`config.mk`:
```
export PLATFORM = sky130hd
export DESIGN_NAME = ads_multi_rx_flat
export DESIGN_NICKNAME = d
export VERILOG_FILES = /design/src/rtl/ads_rx_pkg.sv /design/src/rtl/ads_rx_if.sv /design/src/rtl/ads_rx_fifo.sv /design/src/rtl/ads_multi_rx.sv /design/src/flat_wrapper.sv
export SDC_FILE = /design/constraint.sdc
export NUM_CORES = 1
export LEC_CHECK = 0
export ABC_AREA = 1
export CAP_MARGIN = 10
export CORE_AREA = 2 2 320 322
export CTS_CLUSTER_DIAMETER = 40
export DETAILED_ROUTE_END_ITERATION = 8
export DIE_AREA = 0 0 322 324
export GPL_TIMING_DRIVEN = 0
export RECOVER_POWER = 100
export SYNTH_ARGS = -nofsm -noshare
export SYNTH_HDL_FRONTEND = slang
export SYNTH_SLANG_ARGS = --single-unit
```
`constraint.sdc`:
```
create_clock -name sclk -period 8.6 [get_ports sclk]
set_input_delay 0.86 -clock sclk [delete_from_list [all_inputs] [get_ports sclk]]
set_output_delay 0.86 -clock sclk [all_outputs]
set_load 0.01 [all_outputs]
```
`src/rtl/ads_rx_pkg.sv`:
```
// Shared types and helpers for the multi-lane ADS serial receiver.
package ads_rx_pkg;

  localparam int unsigned DW_MAX = 32;
  localparam int unsigned SKIP_W = 4;

  typedef enum logic [1:0] {
    IDLE     = 2'd0,
    SHIFT    = 2'd1,
    SKIPPING = 2'd2
  } cap_state_t;

  typedef logic signed [DW_MAX-1:0] lane_word_t;

  // Increment v, holding at 2^w-1 (w up to 32).
  function automatic logic [31:0] sat_inc(input logic [31:0] v, input int unsigned w);
    logic [31:0] max_v;
    max_v = (w >= 32) ? 32'hFFFF_FFFF : ((32'd1 << w) - 32'd1);
    return (v == max_v) ? v : v + 32'd1;
  endfunction

endpackage

```
`src/rtl/ads_rx_if.sv`:
```
// Valid/ready stream carrying one packed word per frame (lane i at [i*DW +: DW]).
interface ads_rx_if #(
  parameter int unsigned DW  = 24,
  parameter int unsigned NCH = 4
);
  logic [NCH*DW-1:0] m_data;
  logic              m_valid;
  logic              m_ready;

  modport master (output m_data, output m_valid, input m_ready);
  modport slave  (input m_data, input m_valid, output m_ready);
endinterface

```
`src/rtl/ads_rx_fifo.sv`:
```
// Synchronous FIFO; a push into a full FIFO is accepted only when a pop frees the head slot.
module ads_rx_fifo #(
  parameter int unsigned W     = 96,
  parameter int unsigned DEPTH = 8
) (
  input  logic                     sclk,
  input  logic                     areset_n,
  input  logic                     push,
  input  logic [W-1:0]             wr_data,
  input  logic                     pop,
  output logic [W-1:0]             rd_data,
  output logic                     full,
  output logic                     empty,
  output logic [$clog2(DEPTH):0]   level
);
  localparam int unsigned AW = $clog2(DEPTH);

  logic [W-1:0]  mem [DEPTH];
  logic [AW-1:0] wr_ptr;
  logic [AW-1:0] rd_ptr;
  logic [AW:0]   cnt;
  logic          wr_en;
  logic          rd_en;

  assign full    = (cnt == (AW+1)'(DEPTH));
  assign empty   = (cnt == '0);
  assign rd_en   = pop && !empty;
  assign wr_en   = push && (!full || rd_en);
  assign level   = cnt;
  assign rd_data = empty ? '0 : mem[rd_ptr];

  always_ff @(posedge sclk) begin
    if (wr_en) mem[wr_ptr] <= wr_data;
  end

  always_ff @(posedge sclk) begin
    if (!areset_n) begin
      wr_ptr <= '0;
      rd_ptr <= '0;
      cnt    <= '0;
    end else begin
      if (wr_en) wr_ptr <= wr_ptr + AW'(1);
      if (rd_en) rd_ptr <= rd_ptr + AW'(1);
      case ({wr_en, rd_en})
        2'b10:   cnt <= cnt + (AW+1)'(1);
        2'b01:   cnt <= cnt - (AW+1)'(1);
        default: cnt <= cnt;
      endcase
    end
  end

endmodule

```
`src/rtl/ads_multi_rx.sv`:
```
// NCH-lane ADS1675-style frame receiver: drdy edge detect, lock-frame skipping,
// truncation detection and a buffered valid/ready output.
module ads_multi_rx
  import ads_rx_pkg::*;
#(
  parameter int unsigned DW    = 24,
  parameter int unsigned NCH   = 4,
  parameter int unsigned DEPTH = 8,
  parameter int unsigned SKIP  = 1,
  parameter int unsigned CW    = 16
) (
  input  logic                   sclk,
  input  logic                   areset_n,
  input  logic                   en,
  input  logic                   drdy,
  input  logic [NCH-1:0]         dout,
  ads_rx_if.master               m,
  output logic [$clog2(DEPTH):0] level,
  output logic [CW-1:0]          frame_err_cnt,
  output logic [CW-1:0]          drop_cnt
);
  localparam int unsigned       BCW       = $clog2(DW);
  localparam logic [BCW-1:0]    LAST_BIT  = BCW'(DW - 1);
  localparam logic [SKIP_W-1:0] SKIP_INIT = SKIP_W'(SKIP);

  cap_state_t          state_p0, state_nx;
  logic [BCW-1:0]      bit_cnt_p0, bit_nx;
  logic [SKIP_W-1:0]   skip_cnt_p0, skip_nx, skip_left;
  logic                drdy_p0;
  logic                start, last, push, trunc, pop, full, empty, drop;
  logic signed [DW-1:0] sr_p0 [NCH];
  logic [NCH*DW-1:0]   frame;
  logic [NCH*DW-1:0]   head;

  assign start = drdy && !drdy_p0;
  assign last  = (bit_cnt_p0 == LAST_BIT);

  always_comb begin
    state_nx  = state_p0;
    bit_nx    = bit_cnt_p0;
    skip_nx   = skip_cnt_p0;
    skip_left = skip_cnt_p0;
    push      = 1'b0;
    trunc     = 1'b0;
    if (!en) begin
      state_nx = IDLE;
      bit_nx   = '0;
      skip_nx  = SKIP_INIT;
    end else begin
      case (state_p0)
        IDLE: begin
          if (start) begin
            state_nx = (skip_cnt_p0 != '0) ? SKIPPING : SHIFT;
            bit_nx   = '0;
          end
        end
        SHIFT, SKIPPING: begin
          if (last) begin
            // A start on this edge is a back-to-back frame, chosen with the updated skip count.
            if (state_p0 == SHIFT) push = 1'b1;
            else                   skip_left = skip_cnt_p0 - SKIP_W'(1);
            skip_nx  = skip_left;
            state_nx = start ? ((skip_left != '0) ? SKIPPING : SHIFT) : IDLE;
            bit_nx   = '0;
          end else if (start) begin
            trunc    = 1'b1;
            state_nx = (skip_cnt_p0 != '0) ? SKIPPING : SHIFT;
            bit_nx   = '0;
          end else begin
            bit_nx = bit_cnt_p0 + BCW'(1);
          end
        end
        default: state_nx = IDLE;
      endcase
    end
  end

  // Stage p0: capture registers
  always_ff @(posedge sclk) begin
    if (!areset_n) begin
      state_p0    <= IDLE;
      bit_cnt_p0  <= '0;
      skip_cnt_p0 <= SKIP_INIT;
      drdy_p0     <= 1'b1;
    end else begin
      state_p0    <= state_nx;
      bit_cnt_p0  <= bit_nx;
      skip_cnt_p0 <= skip_nx;
      drdy_p0     <= drdy;
    end
  end

  // Free-running shifters; the FSM only decides when their contents form a frame.
  always_ff @(posedge sclk) begin
    for (int i = 0; i < int'(NCH); i++) sr_p0[i] <= {sr_p0[i][DW-2:0], dout[i]};
  end

  always_comb begin
    frame = '0;
    for (int i = 0; i < int'(NCH); i++) frame[i*DW +: DW] = sr_p0[i];
  end

  assign pop  = m.m_valid && m.m_ready;
  assign drop = push && full && !pop;

  always_ff @(posedge sclk) begin
    if (!areset_n) begin
      frame_err_cnt <= '0;
      drop_cnt      <= '0;
    end else begin
      if (trunc) frame_err_cnt <= CW'(sat_inc(32'(frame_err_cnt), CW));
      if (drop)  drop_cnt      <= CW'(sat_inc(32'(drop_cnt), CW));
    end
  end

  ads_rx_fifo #(
    .W     (NCH * DW),
    .DEPTH (DEPTH)
  ) u_fifo (
    .sclk     (sclk),
    .areset_n (areset_n),
    .push     (push),
    .wr_data  (frame),
    .pop      (pop),
    .rd_data  (head),
    .full     (full),
    .empty    (empty),
    .level    (level)
  );

  assign m.m_data  = head;
  assign m.m_valid = !empty;

endmodule

```
`src/flat_wrapper.sv`:
```
// flat-port wrapper written by rule: the top's interface ports become plain ports
module ads_multi_rx_flat import ads_rx_pkg::*;
#(
  parameter int unsigned DW    = 24,
  parameter int unsigned NCH   = 4,
  parameter int unsigned DEPTH = 8,
  parameter int unsigned SKIP  = 1,
  parameter int unsigned CW    = 16
)
  (sclk, areset_n, en, drdy, dout, level, frame_err_cnt, drop_cnt, m_m_data, m_m_valid, m_m_ready);
  ads_rx_if #(.DW(DW), .NCH(NCH)) m_i ();
  input  logic sclk;
  input  logic areset_n;
  input  logic en;
  input  logic drdy;
  input  logic [NCH-1:0] dout;
  output logic [$clog2(DEPTH):0] level;
  output logic [CW-1:0] frame_err_cnt;
  output logic [CW-1:0] drop_cnt;
  output wire logic [$bits(m_i.m_data)-1:0] m_m_data;
  output wire logic [$bits(m_i.m_valid)-1:0] m_m_valid;
  input wire logic [$bits(m_i.m_ready)-1:0] m_m_ready;
  assign m_m_data = m_i.m_data;
  assign m_m_valid = m_i.m_valid;
  assign m_i.m_ready = m_m_ready;
  ads_multi_rx #(.DW(DW), .NCH(NCH), .DEPTH(DEPTH), .SKIP(SKIP), .CW(CW)) u_core (.sclk(sclk), .areset_n(areset_n), .en(en), .drdy(drdy), .dout(dout), .m(m_i), .level(level), .frame_err_cnt(frame_err_cnt), .drop_cnt(drop_cnt));
endmodule
```
# Yosys cells after proc, flatten, opt, wreduce, memory -nomap -nowiden
# Memories as Yosys holds them, arrays and structs flattened. A register that Yosys moved wholly into a read port is not among the register bits.
# Cells that the tools add are included.
# classes
eq_ne	9
reduce_logical	23
mux	28
addsub	8
bitwise	2
# op_table
op	count
96-bit 2-to-1 mux	1
16-bit by 1-bit adder with 16-bit output, second input constant	2
16-bit == test, second input constant	2
4-bit 2-to-1 mux	4
5-bit 2-to-1 mux	3
1-bit 2-to-1 mux	10
2-bit 2-to-1 mux	5
5-bit one-hot mux with 2 select lines	1
2-bit AND reduction	5
4-bit one-hot mux with 2 select lines	1
4-bit nonzero test	2
4-bit by 1-bit subtractor with 4-bit output, second input constant	2
3-bit by 1-bit adder with 3-bit output, second input constant	2
1-bit logical AND	6
3-bit 2-to-1 mux	2
5-bit by 1-bit adder with 5-bit output, second input constant	1
5-bit == test, second input constant	1
4-bit by 1-bit adder with 4-bit output, second input constant	1
2-bit by 1-bit == test with 1-bit output, second input constant	2
2-bit == test, second input constant	2
4-bit == test, second input constant	1
1-bit logical NOT	4
4-bit logical NOT	1
2-bit one-hot mux with 2 select lines	1
6 further kinds	8
# totals
ramBits	864
input_bits	9
mem_count	2
reg_bits	54
# memory_table
name	words	width	rd	rd_ports_with_merged_regs	write_ports	line	text
u_core.u_fifo.mem	8	96	1	1	1	ads_rx_fifo.sv:18	logic [W-1:0] mem [DEPTH];
u_core.sr_p0	4	24	4	0	4	ads_multi_rx.sv:31	logic signed [DW-1:0] sr_p0 [NCH];

# Longest topological paths before layout
# Gate-level depths: netlist (run 1).
# logic_depth
depth_word	10
depth_mapped	14
depth_no_buf	14

# Hierarchy
# From an unflattened synthesis (run 1), not the netlist that was laid out.
# hier_totals
hier_cells	2784
hier_area_um2	35366.4
# by_module_without_submodules
mod	area_per_inst_um2	instances	cells_each
ads_rx_fifo	30655.7	1	2263
ads_multi_rx	4710.8	1	521

# Worst setup path before layout (run 1)
# Ideal clock, no wire load.
# synth_timing
path_type	in2reg
from	in en
to	mem u_core.u_fifo.mem[1][0] (enable)
slack_ns	0.033
required_time_ns	7.931
stages	6
path_buffers	0
arrival_time_ns	7.898
setup_time_ns	0.669
path_cell_list	nand2_1 inv_1 nand3_4 nor2_2 nand2_1 nor3_1
# synth_via
elab_chain_len	4
# synth_rtl
item	line	text
from (decl)	flat_wrapper.sv:14	input logic en;
1-bit 2-to-1 mux	ads_multi_rx.sv:45	if (!en) begin
1-bit logical AND	ads_rx_fifo.sv:28	assign wr_en = push && (!full || rd_en);
1-bit 2-to-1 mux	ads_rx_fifo.sv:33	if (wr_en) mem[wr_ptr] <= wr_data;
1-bit 2-to-1 mux (implied by the code)	ads_rx_fifo.sv:33	
to (decl)	ads_rx_fifo.sv:18	
# Every way passes these cells.

# Final worst setup path (run 1)
# layout_timing
from	reg u_core.bit_cnt_p0[1]
to	mem u_core.u_fifo.mem[3][67] (enable)
# layout_via
elab_chain_len	7
# layout_rtl
item	line	text
from (decl)	ads_multi_rx.sv:27	logic [BCW-1:0] bit_cnt_p0, bit_nx;
from (signal assigned)	ads_multi_rx.sv:87	bit_cnt_p0 <= bit_nx;
5-bit == test	ads_multi_rx.sv:36	assign last = (bit_cnt_p0 == LAST_BIT);
1-bit 2-to-1 mux	ads_multi_rx.sv:58	if (last) begin
1-bit 2-to-1 mux	ads_multi_rx.sv:50	case (state_p0)
1-bit 2-to-1 mux	ads_multi_rx.sv:45	
1-bit logical AND	ads_rx_fifo.sv:28	
1-bit 2-to-1 mux	ads_rx_fifo.sv:33	
1-bit 2-to-1 mux (implied by the code)	ads_rx_fifo.sv:33	
# Every way passes these cells.

==> results, run 1 <==
- The delay of the slowest cell on the worst path is 1380 ps.
- The checks that failed: capacitance limit, slew limit.
- Counting along the longest clock path gives a buffer depth of 3.
- The maximum net fanout on the critical path is 23.
- Clock-pin slew was measured on the worst setup and hold paths at 60 ps.
- The average routed wire per standard cell is 20.7 um.
- Global routing finished with a remaining overflow of 0.
- The clock reaches the later pin of the worst-skew pair after 690 ps.
- For hold timing, the worst endpoint is u_core.sr_p0[1][12].
- The element type at the critical path start is a flip-flop.
- The slowest library cell on the worst path is clkbuf_1.
- The multi-input gate area in the final layout is 7750 um^2.
- In the synthesized netlist the dominant register cell turns out to be edfxtp_1.
- The depth of the worst hold-timing path is 0.
- The detail route stage leaves a number of antenna-violating nets equal to 0.
- Counting buffers and inverters, the worst setup path is 10 cells deep.
- The number of max-slew violations in the final report is 158.
- The endpoint arrival time on the critical path is 6430 ps.
- For this block, the via count after detailed routing is 22924.
- The power density over the cells is 319 nW/um^2.
- Summing every instance area after synthesis gives 35000 um^2.
- In this run the vertical extent of the chip is 324 um.
- The sequential-to-total area share from yosys stat is 74.7%.
- The number of placed instances, taps included, is 4258.
- Fill cells in the final layout number 9357.
- The worst pin sits at a relative slew slack of -42.9%.
- On the critical path the largest part of the delay comes from buffers and inverters.
- The floorplan row count is 117.
- The horizontal extent of the die is 322 um.
- TritonCTS built the clock tree.
- The accumulated negative setup slack is 0 ps.
- In this run, synthesis inferred 768 flip-flops with an integrated enable.
- The number of global-route vias before repair is 22233.
- Counting I/O delays and the setup requirement, the final critical path takes 6170 ps.
- Traced cell by cell, the critical path runs through ha_1 -> nand2_1 -> nor2_1 -> nand3_1 -> nor2_1 -> nand2_1 -> nor2_4 -> clkbuf_1 -> clkbuf_1 -> clkbuf_1.
- Clock tree synthesis inserted a total of 112 buffers.
- Together, buffers and inverters on the worst path number 3.
- The via density per instance is 5.13.
- Once the floorplan was initialized, standard cells occupied 34.6% of the core.
- The ratio of final minimum period to clock period is 71.8%.
- Routability-driven placement finished with a final weighted congestion of 0.854.
- The first-pass iteration count of the detailed router is 5.
- The post-route DRC violation count is 0.
- The worst setup path is captured at a flip-flop.
- The unique cell type count in the Yosys netlist is 35.
- The reg2reg setup slack is 2430 ps.
- For this design, the CTS-stage hold fixing added 0 buffers.
- The standard cell core area is 101000 um^2.
- Counting cells, the worst reg-to-reg path comes to 10.
- The Yosys warning count is 0.
- The startpoint identified for the worst register-to-register timing path is u_core.bit_cnt_p0[1].
- In this run, the number of DRC markers left after iteration 0 of detailed routing was 2371.
- The analysis attributes to cell leakage a power of 0.0141 uW.
- Setup violations remaining at the end of the flow were counted as 0.
- For this run, the total global-route usage over all layers was measured as 17.5%.
- The clock arrives with 43.8 ps of skew.
- The wire length after detailed routing is 92.6 mm.
- In this run the most critical hold path is launched from u_core.sr_p0[1][11].
- Counting flops and latches in the post-synthesis netlist gives 921.
- The synthesized area per cell is 12.7 um^2.
- The number of instances resized during post-cts repair is 0.
- The first global-routing pass estimated 137 mm of wire.
- The fraction of final layout cells sized beyond drive strength 1 is 8.42%.
- Detailed placement ended at an HPWL of 59.0 mm.
- The class of the most critical setup path is reg2reg.
- CTS placed an instance of clkbuf_16 at the clock tree root.
- The slew at the pin closest to its max-slew limit is 2130 ps.
- The synthesized net count is 2763.
- The maximum level of the CTS H-tree is 3.
- The total setup buffers inserted after CTS is 0.
- Setup repair after global routing left no endpoint under its margin.
- The number of antenna violations at the first check in global routing came to 1.
- Timing would allow up to 162 MHz.
- The total number of nets in the final design is 3082.
- The max-cap check violation count is 9.
- Entering global routing, the biggest net connects 26 pins.
- The proportion of synthesized flip-flops having asynchronous set or reset is 0%.
- The number of failing hold endpoints at the final stage is 0.
- Relative to the synthesized area, the layout overhead comes to 20.3%.
- The worst hold slack is 448 ps.
- The full die area is 104000 um^2.
- Counting stages on the worst path, the most repeated cell is clkbuf_1.
- For this design, the sink count on the clock tree is 921.
- After technology mapping, the gate count stands at 2744.
- The run finished, with violations left.
- The end of the worst register-to-register path is u_core.u_fifo.mem[3][67].
- At the worst endpoint, the required time is 8860 ps.
- The number of top-level pins is 142.
- The finished layout holds 4470 standard cells, fillers aside.
- The sequential cells in the finished layout cover a total of 26100 um^2.
- The number of I/O port buffers is 141.
- The peak supply drop is 170 uV.
- The class of the most critical hold timing path is reg2reg.
==> cells in the final DEF (no fill, tap or decap), drive strengths merged, types with 27 or more instances in the layout <==
master and count:
nor2 819, edfxtp 768, o21ai 308, clkbuf 301
o32ai 192, dfxtp 153, dlygate4sd3 136, nand2 123
buf 74, inv 71, a21oi 48, clkinv 35
nand3 32, nor3 27
==> state kept, by name (all words and copies together) (netlist names), named ones only <==
signal and cells:
u_core.drop_cnt 16, u_core.u_fifo.rd_ptr 3, u_core.skip_cnt_p0 4, u_core.state_p0 2
u_core.drdy_p0 1, u_core.frame_err_cnt 16, u_core.u_fifo.wr_ptr 3, u_core.u_fifo.level 4
u_core.bit_cnt_p0 5, u_core.u_fifo.mem 768, u_core.sr_p0 96
==> cell usage after synthesis, types with 7 or more instances <==
| cell | number | area share (%) |
|---|---|---|
| a21oi_1 | 46 | 0.66 |
| dfxtp_1 | 153 | 8.8 |
| nor3_1 | 21 | 0.30 |
| buf_2 | 48 | 0.69 |
| clkbuf_1 | 88 | 0.94 |
| o21ai_1 | 59 | 0.84 |
| nor2_1 | 815 | 8.7 |
| edfxtp_1 | 768 | 66 |
| xor2_1 | 20 | 0.50 |
| ha_1 | 10 | 0.36 |
| buf_6 | 7 | 0.23 |
| o21ai_0 | 249 | 3.6 |
| nand2_1 | 118 | 1.3 |
| o32ai_1 | 192 | 4.8 |
| buf_4 | 22 | 0.47 |
| inv_1 | 54 | 0.58 |
| nand3_1 | 31 | 0.44 |
==> area by class of cell <==
cell class | instances | area share [%]
diodes | 1 | 0.00595
plain buffers | 168 | 1.91
clock buffers | 143 | 7.20
clock inverters | 68 | 1.92
inverters | 59 | 0.532
multi-input cells | 1596 | 18.4
flip-flops and latches | 921 | 62.1
well taps | 1309 | 3.89
repair buffers | 205 | 4.02
==> layer usage <==
metal	vias to the layer above	track usage, %	wire, um
met5	-	0	0
met4	0	6.65	2920
met3	177	3.10	6250
met2	819	28.1	43000
met1	11316	23.7	40400
li1	10612	-	-
==> stage by stage <==
stage / cell area (um^2) / utilization (%) / power, uW / worst slack, ps
finish: 42100 / 41.6 / 13400 / 2430
global route: 42100 / 41.6 / 14000 / 1960
CTS: 43000 / 42.6 / 13700 / 3920
detailed placement: 39200 / 38.8 / 8940 / 4520
global placement: 38000 / 37.7 / 8920 / -7710
floorplan: 35000 / - / 7040 / 32.8
==> worst max-delay path by stage <==
stage	startpoint	to	slack [ps]
2_1_floorplan	en	u_core.u_fifo.mem[1][0]	30
3_3_place_gp	en	u_core.u_fifo.mem[1][67]	-7710
3_5_place_dp	en	u_core.u_fifo.mem[1][67]	4520
4_1_cts	flip-flop	m_m_data[60]	3920
5_1_grt	u_core.bit_cnt_p0[1]	u_core.u_fifo.mem[2][49]	1960
6_report	u_core.bit_cnt_p0[1]	u_core.u_fifo.mem[3][67]	2430
==> power breakdown <==
group | total, uW | internal [uW] | switching, uW | leakage, uW
sequential | 4940 | 4870 | 71.7 | 0.00817
clock | 4740 | 2860 | 1880 | 0.00185
combinational | 3760 | 1280 | 2480 | 0.00410
==> cell families after synthesis <==
family	after synthesis	share of synthesized area, %
simple gates	1007	11.3
fa+ha+maj	10	0.358
buf+inv	227	3.00
xor+xnor	26	0.651
flops	921	74.7
compound gates	553	10.0
Note: power is estimated with default switching activity, not from simulation.
==> inputs of run 2 (changes only) <==
clock period = 5.15 ns   (was 8.6 ns; I/O delays follow)
==> results, run 2 (synthesized netlist as in run 1, its figures left out) <==
- The library cell used most frequently in the layout, excluding fill and tap cells, is nor2_1.
- The signed area change from the synthesized netlist to the final layout is 22.7%.
- The die extent in y is 324 um (unchanged).
- The standard cell core area was 101000 um^2 (unchanged).
- The clock insertion delay at the later pin of the skew report came to 700 ps (about the same).
- The fraction of final layout cells sized beyond drive strength 1 is 10.1% (+1.7 points).
- The power consumption is 22800 uW (+70%).
- The peak supply drop is 330 uV (+94%).
- The number of global-route vias before repair came to 22334 (+0.45%).
- The count of vias placed by the detailed router is 23058 (+0.58%).
- The maximum level of the CTS H-tree is 3 (unchanged).
- The horizontal extent of the die is 322 um (unchanged).
- The max-cap check violation count was 4 (-5).
- The sum of overflow across all layers after global routing is 0 (unchanged).
- The worst flop-to-flop path startpoint is u_core.bit_cnt_p0[1].
- The source of the worst hold timing path is dout[1].
- The CTS clock-pin slew for the worst setup and hold paths is 60 ps (about the same).
- The number of I/O port buffers is 141 (unchanged).
- The setup path with the least slack is of type reg2out.
- The number of DRC markers in iteration 0 is 2246 (-5.3%).
- In the final layout, the registers with the most flip-flops are u_core.u_fifo.mem: 768 flops, u_core.sr_p0: 96 flops.
- The post-route standard cell area excluding fillers is 42900 um^2 (+2.0%).
- The total routing resource utilization after global routing came to 17.8% (+0.26 points).
- The weighted congestion reported at the end of routability-driven placement is 0.838 (-1.8%).
- The maximum net fanout on the critical path came to 10 (-57%).
- The worst hold slack came to 371 ps (-76.8 ps).
- The maximum buffer depth of the clock tree is 3 (unchanged).
- The number of flip-flops in the largest register is 768 (unchanged).
- The final critical-path required period is 4550 ps.
- The post-route core utilization was 42.5% (+0.85 points).
- The number of top-level pins came to 142 (unchanged).
- The number of antenna violations at the first check in global routing came to 0 (-1).
- The highest clock frequency the design can meet is 220 MHz.
- The checks that failed: capacitance limit, slew limit.
- STA classifies the critical path endpoint as a primary output.
- TritonCTS built the clock tree.
- The number of nets with antenna violations after detailed routing is 0 (unchanged).
- The run finished, with violations left.
- The path class of the tightest hold or removal check is in2reg.
- The total setup buffers inserted after CTS is 0 (unchanged).
- The normalized max-slew margin is -17.5% (+25 points).
- Setup repair after global routing left no endpoint under its margin.
- The full die area is 104000 um^2 (unchanged).
- The detailed placer's ending HPWL is 59.1 mm (+0.23%).
- The worst path uses 88.4% of the clock period.
- The number of sinks on the clock net came to 921 (unchanged).
- The data required time at the worst endpoint is 4640 ps (-4220 ps).
- The endpoint arrival time on the critical path is 4040 ps (-2390 ps).
- STA classifies the critical path startpoint as a flip-flop.
- The post-place instance area is 39300 um^2 (+0.47%).
- The post-route clock skew came to 46.8 ps (+3.05 ps).
- The floorplan row count is 117 (unchanged).
- The tree is rooted in a clkbuf_16.
- The first-pass iteration count of the detailed router is 5 (unchanged).
- The average routed wire per standard cell is 21.0 um (+1.5%).
- The register with the highest flop count is u_core.u_fifo.mem.
- The number of max-slew violations in the final report is 53 (-66%).
- The global-route wire length before repair is 139 mm (+1.4%).
- The number of buffers inserted during clock tree synthesis is 112 (unchanged).
- The leakage power total is 0.0145 uW (+2.8%).
- The number of instances resized during post-cts repair is 0 (unchanged).
- The number of failing hold endpoints at the final stage was 0 (unchanged).
- The post-route DRC violation count is 0 (unchanged).
- The maximum number of pins on one net before global-route repair was 25 (-3.8%).
- The top cell types in the final layout, fill and taps aside, are 817 x nor2_1, 768 x edfxtp_1, 256 x o21ai_0, 192 x o32ai_1, 153 x dfxtp_1.
- The number of setup violations in the final report is 0 (unchanged).
- The wire length after detailed routing is 93.8 mm (+1.3%).
- The power density over the cells is 531 nW/um^2 (+66%).
- The via density per instance was 5.17 (+0.79%).
- The slew at the pin closest to its max-slew limit came to 1750 ps (-378 ps).
- The total number of nets in the final design came to 3072 (-0.32%).
- The starting density of the core came to 34.6% (unchanged).
- The hold buffer count at CTS is 0 (unchanged).
run 2: cell types whose count changed in the layout (fill, tap and decap cells not counted), moves of 8 or more:
cell,before,now
buf_16,1,24
buf_8,0,12
clkbuf_1,179,116
clkdlybuf4s50_1,5,13
dlygate4sd3_1,136,128
run 2: critical path, stage by stage (launching register included):
cell and delay, ps:
dfxtp_1 310, buf_2 270, clkbuf_1 790, clkbuf_1 490, o21ai_0 220, o32ai_1 230, nor2_1 80, nor2_1 240
dlygate4sd3_1 740
run 2: cell type report:
class / instances / area, um^2
repair buffers: 195 / 2360
plain buffers: 168 / 797
clock inverters: 77 / 973
fillers: 9150 / 58100
inverters: 59 / 224
flip-flops and latches: 921 / 26100
multi-input cells: 1596 / 7760
diodes: 1 / 2.50
well taps: 1309 / 1640
clock buffers: 135 / 3040
run 2: power by group:
part / switching [uW] / internal [uW] / total (uW)
combinational: 4140 / 2140 / 6280
clock: 3200 / 5060 / 8260
sequential: 121 / 8130 / 8250
run 2: per-stage QoR:
stage / setup TNS [ps] / setup WS [ps] / instances
finish: 0 / 595 / 4461
global route: 0 / 333 / 4460
CTS: 0 / 827 / 4460
detailed placement: 0 / 1300 / 4248
global placement: -3171680 / -5160 / 4194
floorplan: -200100 / -409 / 2744
run 2: per-layer routing:
layer	vias up	share of wire [%]	GRT usage, %
li1	10589	-	-
met1	11414	42	23.7
met4	0	2.7	6.09
met5	-	0	0
met3	169	7.1	3.08
met2	886	48	29.4
run 2: final timing paths:
path	cells past startpoint	slack, ps	end
max reg2reg	11	640	u_core.u_fifo.mem[6][73]
min reg2reg	0	450	u_core.sr_p0[1][20]
min	1	370	u_core.sr_p0[1][0]
max	8	600	m_m_data[30]
